`src/rtl/audio_nios_pio_in_irq.sv`:
```
`default_nettype none
// ============================================================================
//  Module   : audio_nios_pio_in_irq
//  Purpose  : Avalon-MM input PIO with per-bit synchroniser, edge capture,
//             interrupt mask and registered IRQ output.
//  Options  : define PIO_IN_DEBOUNCE_EN to insert a per-bit debounce filter
//             between the synchroniser and the edge detector.
//  Revision : 1.0 - initial release
// ============================================================================
module audio_nios_pio_in_irq #(
    parameter int WIDTH           = 8,
    parameter int SYNC_STAGES     = 2,
    parameter int EDGE_TYPE       = 0,
    parameter int IRQ_TYPE        = 1,
    parameter int DEBOUNCE_CYCLES = 16
) (
    input  logic             clk,
    input  logic             reset_n,
    input  logic [1:0]       address,
    input  logic             chipselect,
    input  logic             write_n,
    input  logic [31:0]      writedata,
    input  logic [WIDTH-1:0] in_port,
    output logic [31:0]      readdata,
    output logic             irq
);

    // Synchroniser chain; index SYNC_STAGES-1 is the settled value.
    logic [WIDTH-1:0] sync_q [SYNC_STAGES];
    logic [WIDTH-1:0] sync_last;
    logic [WIDTH-1:0] data_in;
    logic [WIDTH-1:0] prev;
    logic [WIDTH-1:0] rise;
    logic [WIDTH-1:0] fall;
    logic [WIDTH-1:0] edge_det;
    logic [WIDTH-1:0] irq_mask;
    logic [WIDTH-1:0] edge_capture;
    logic [WIDTH-1:0] clear_bits;
    logic [31:0]      rd_mux;
    logic             wr_stb;
    logic             irq_src;
    logic             unused_writedata;

    // Bits of writedata above WIDTH carry no meaning for this block.
    assign unused_writedata = ^writedata;

    // Shift the raw inputs through the synchroniser flops.
    always_ff @(posedge clk or negedge reset_n) begin
        if (!reset_n) begin
            for (int i = 0; i < SYNC_STAGES; i++) begin
                sync_q[i] <= '0;
            end
        end else begin
            sync_q[0] <= in_port;
            for (int i = 1; i < SYNC_STAGES; i++) begin
                sync_q[i] <= sync_q[i-1];
            end
        end
    end

    assign sync_last = sync_q[SYNC_STAGES-1];

`ifdef PIO_IN_DEBOUNCE_EN
    localparam int CNT_W = (DEBOUNCE_CYCLES > 2) ? $clog2(DEBOUNCE_CYCLES) : 1;
    localparam logic [CNT_W-1:0] CNT_MAX = CNT_W'(DEBOUNCE_CYCLES - 1);

    logic [CNT_W-1:0] db_cnt [WIDTH];
    logic [WIDTH-1:0] db_val;

    // Count consecutive cycles the synchronised bit disagrees with the
    // filtered bit; accept the new level only after a full stable run.
    always_ff @(posedge clk or negedge reset_n) begin
        if (!reset_n) begin
            db_val <= '0;
            for (int b = 0; b < WIDTH; b++) begin
                db_cnt[b] <= '0;
            end
        end else begin
            for (int b = 0; b < WIDTH; b++) begin
                if (sync_last[b] == db_val[b]) begin
                    db_cnt[b] <= '0;
                end else if (db_cnt[b] == CNT_MAX) begin
                    db_val[b] <= sync_last[b];
                    db_cnt[b] <= '0;
                end else begin
                    db_cnt[b] <= db_cnt[b] + 1'b1;
                end
            end
        end
    end

    assign data_in = db_val;
`else
    assign data_in = sync_last;
`endif

    // Remember last cycle's input to detect transitions.
    always_ff @(posedge clk or negedge reset_n) begin
        if (!reset_n) begin
            prev <= '0;
        end else begin
            prev <= data_in;
        end
    end

    assign rise = data_in & ~prev;
    assign fall = ~data_in & prev;

    // Select which transition polarity is recorded.
    always_comb begin
        edge_det = rise | fall;
        case (EDGE_TYPE)
            0:       edge_det = rise;
            1:       edge_det = fall;
            default: edge_det = rise | fall;
        endcase
    end

    assign wr_stb     = chipselect & ~write_n;
    assign clear_bits = (wr_stb && address == 2'd3) ? writedata[WIDTH-1:0] : '0;

    // Mask register and write-1-to-clear capture; a new edge beats a clear.
    always_ff @(posedge clk or negedge reset_n) begin
        if (!reset_n) begin
            irq_mask     <= '0;
            edge_capture <= '0;
        end else begin
            if (wr_stb && address == 2'd2) begin
                irq_mask <= writedata[WIDTH-1:0];
            end
            edge_capture <= edge_det | (edge_capture & ~clear_bits);
        end
    end

    // Read-side register map; unused upper bits stay zero.
    always_comb begin
        rd_mux = '0;
        case (address)
            2'd0:    rd_mux = 32'(data_in);
            2'd2:    rd_mux = 32'(irq_mask);
            2'd3:    rd_mux = 32'(edge_capture);
            default: rd_mux = '0;
        endcase
    end

    assign irq_src = (IRQ_TYPE == 1) ? |(edge_capture & irq_mask)
                                     : |(data_in & irq_mask);

    // Register read data and the interrupt request.
    always_ff @(posedge clk or negedge reset_n) begin
        if (!reset_n) begin
            readdata <= '0;
            irq      <= 1'b0;
        end else begin
            readdata <= rd_mux;
            irq      <= irq_src;
        end
    end

endmodule
`default_nettype wire
```
`config.mk`:
```
export PLATFORM = sky130hd
export DESIGN_NAME = audio_nios_pio_in_irq
export DESIGN_NICKNAME = d
export VERILOG_FILES = /design/src/rtl/audio_nios_pio_in_irq.sv
export SDC_FILE = /design/constraint.sdc
export NUM_CORES = 1
export LEC_CHECK = 0
export ABC_CLOCK_PERIOD_IN_PS = 800
export CORE_AREA = 8 8 81 83
export CTS_CLUSTER_SIZE = 12
export DETAILED_ROUTE_END_ITERATION = 12
export DIE_AREA = 0 0 89 91
export HOLD_SLACK_MARGIN = 0.08
export PLACE_DENSITY = 0.81
export SYNTH_ARGS = -nofsm -noshare
export SYNTH_HDL_FRONTEND = slang
export SYNTH_SLANG_ARGS = --single-unit
```
`constraint.sdc`:
```
create_clock -name clk -period 0.8 [get_ports clk]
set_input_delay 0.12 -clock clk [delete_from_list [all_inputs] [get_ports clk]]
set_output_delay 0.12 -clock clk [all_outputs]
set_load 0.01 [all_outputs]
```
==> impl_metrics.env <==
export IMPL_status="complete, but fails checks"
export IMPL_failed_checks="negative setup slack"
export IMPL_global_route_wire_length_before_repair_um=6050
export IMPL_ir_drop_mv=0.642
export IMPL_synthCells=143
export IMPL_grt_overflow_total=0
export IMPL_drcViolationCount=0
export IMPL_cap_violations=0
export IMPL_grt_util_all_layers=0.0979
export IMPL_cts_buffer_depth=2
export IMPL_max_freq_mhz=1060
export IMPL_layout_filler_cells=507
export IMPL_tritoncts="done"
export IMPL_drt_first_pass_iters=2
export IMPL_cp_end_kind="output pin"
export IMPL_routed_wirelength_um=3710
export IMPL_dominant_delay_contributor_by_cell_family_on_the_critical_path="flip-flops"
export IMPL_worst_min_delay_path_category="input port to flop"
export IMPL_rsz0062_at_grt="true"
export IMPL_synth_warning_count=0
export IMPL_timing_hold_violations_final=0
export IMPL_timing_critical_path_cells="buf_2"
export IMPL_std_cell_rows=27
export IMPL_design_core_area_um2=5340
export IMPL_cts_clk_slew_worst_paths_ns=0.08
export IMPL_p_leak_uw=0.00119
export IMPL_io_pins=79
export IMPL_path_buf_inv=1
export IMPL_drtIter0Drc=31
export IMPL_synth_seq_area_share=0.607
export IMPL_pin_count_of_the_biggest_net_entering_global_routing=50
export IMPL_final_nets=231
export IMPL_synthesis_area_per_instance_um2=14.1
export IMPL_final_max_slew_violation_count=0
export IMPL_hold_ws_ns=0.169
export IMPL_final_cell_count_no_fill=258
export IMPL_fin_crit_sh=1.18
export IMPL_globalplace_congestion=0.719
export IMPL_die_area_um2=8100
export IMPL_finalWorstPathRequiredPeriod_ns=0.946
export IMPL_crit_path_max_incr_delay_ns=0.39
export IMPL_setup_crit_path_kind="flop to output pin"
export IMPL_setup_slack_ns=-0.146
export IMPL_layout_drive_gt1_share=0.317
export IMPL_setup_tns_ns=-1.14
export IMPL_first_global_vias=1311
export IMPL_synth_ff_latch_count=49
export IMPL_cts_htree_levels=2
export IMPL_floorplan_initialDensity=0.378
export IMPL_crit_required_ns=0.68
export IMPL_mostFrequentLayoutCells="dfrtp_1 (47), conb_1 (24), clkdlybuf4s50_1 (16), inv_1 (13), buf_2 (11)"
export IMPL_cts_buffers_inserted=5
export IMPL_floorplan_die_width_um=89
export IMPL_antenna_violations_before_repair=0
export IMPL_post_place_ws_ns=-0.624
export IMPL_die_height_um=91
export IMPL_routed_via_count=1120
export IMPL_finish_utilization=0.473
export IMPL_slowest_stage="dfrtp_1"
export IMPL_clock_latency_ns=0.30
export IMPL_setup_viol=12
export IMPL_ctsRootBufferMaster="clkbuf_8"
export IMPL_buffer_ports_inserted=30
export IMPL_dp_cell_count=247
export IMPL_worst_endpoint_arrival_ns=0.83
export IMPL_power_density_nw_per_um2=2120
export IMPL_timing_critical_path_fanout_max=1
export IMPL_synth_cell_types=16
export IMPL_antennaDiodeCount=0
export IMPL_routed_wire_length_per_instance_um=14.4
export IMPL_clock_sink_count=49
export IMPL_finClkSkew_ns=0.00632
export IMPL_route_antenna_remaining_nets=0
export IMPL_post_synth_instance_area_um2=2020
export IMPL_crit_path_start_kind="flop"
export IMPL_layout_area_overhead_vs_synth_pct=24.9
export IMPL_hpwl_um=2720
export IMPL_layout_cells_most_common="dfrtp_1"
export IMPL_viasPerCell=4.34
final timing paths:
check                           startpoint  cells past startpoint  slack [ns]         endpoint
max                            readdata[3]                      1       -0.15      readdata[3]
min                             address[0]                      3        0.17      readdata[5]
max reg2reg                edge_capture[2]                      2       -0.03              irq
min reg2reg                     sync_q[14]                      0        0.35       data_in[6]
max in group asynchronous          reset_n                      3        0.24  edge_capture[4]
min in group asynchronous          reset_n                      3        0.33      irq_mask[2]
through the flow:
stage | instance area (µm²) | total power, µW
5_1_grt | 2520 | 5640
4_1_cts | 2490 | 5380
3_5_place_dp | 2360 | 3600
6_report | 2520 | 5350
3_3_place_gp | 2360 | 3570
2_1_floorplan | 2120 | 3330
worst register-to-register path: cells and delay by family, from the launching register on:
kind	cells	cell delay [ns]
AO/OA/AOI/OAI	1	0.17
AND/OR/NAND/NOR	1	0.10
flip-flops	1	0.44
routing by layer:
layer	share of wire	global-route usage	wire length (µm)	up-vias
li1	-	-	-	516
met1	0.45	0.121	1680	550
met2	0.46	0.144	1700	48
met3	0.073	0.0459	272	6
met4	0.015	0.0374	55	0
met5	0	0	0	-
Yosys cell counts (all sizes together):
cell,instances,area (µm²)
and4bb,1,12.5
and2,1,6.26
o2bb2ai,8,70.1
mux2,8,120
inv,16,60.1
conb,1,3.75
mux2i,8,80.1
buf,29,224
and4b,1,10.0
nand2b,8,50.1
a22oi,4,30.0
o221ai,8,120
dfrtp,49,1230
nand4,1,6.26
area by class of cell:
| cell class | count | area (µm²) | share of cell area |
|---|---|---|---|
| Inverter | 16 | 60.1 | 0.0238 |
| Sequential cell | 49 | 1230 | 0.487 |
| Multi-Input combinational cell | 72 | 637 | 0.252 |
| Timing Repair Buffer | 41 | 390 | 0.155 |
| Clock inverter | 1 | 30.0 | 0.0119 |
| Clock buffer | 7 | 86.3 | 0.0342 |
| Tap cell | 72 | 90.1 | 0.0357 |
where the power goes:
group          total, µW  internal (µW)  switching (µW)
clock               1780           1020             762
sequential          2840           2680             152
combinational        733            422             311
kinds of logic after synthesis:
family | share of synthesized area
compound gates | 0.109
buf+inv | 0.141
flops | 0.607
mux | 0.0991
other cells | 0.00186
simple gates | 0.0421
state kept, by name, summed over array words and instances (netlist names):
signal / count
prev: 8
irq: 1
irq_mask: 8
sync_q: 8
edge_capture: 8
data_in: 8
readdata: 8
what timing repair did:
item                                    CTS  global route
hold buffers                              1             0
resized for setup                        61            10
endpoints found under the setup margin   34            26
pin swaps                                 3             5
endpoints found under the hold margin    49             0
buffers inserted                          2             0
Power figures use the tool's default switching activity.
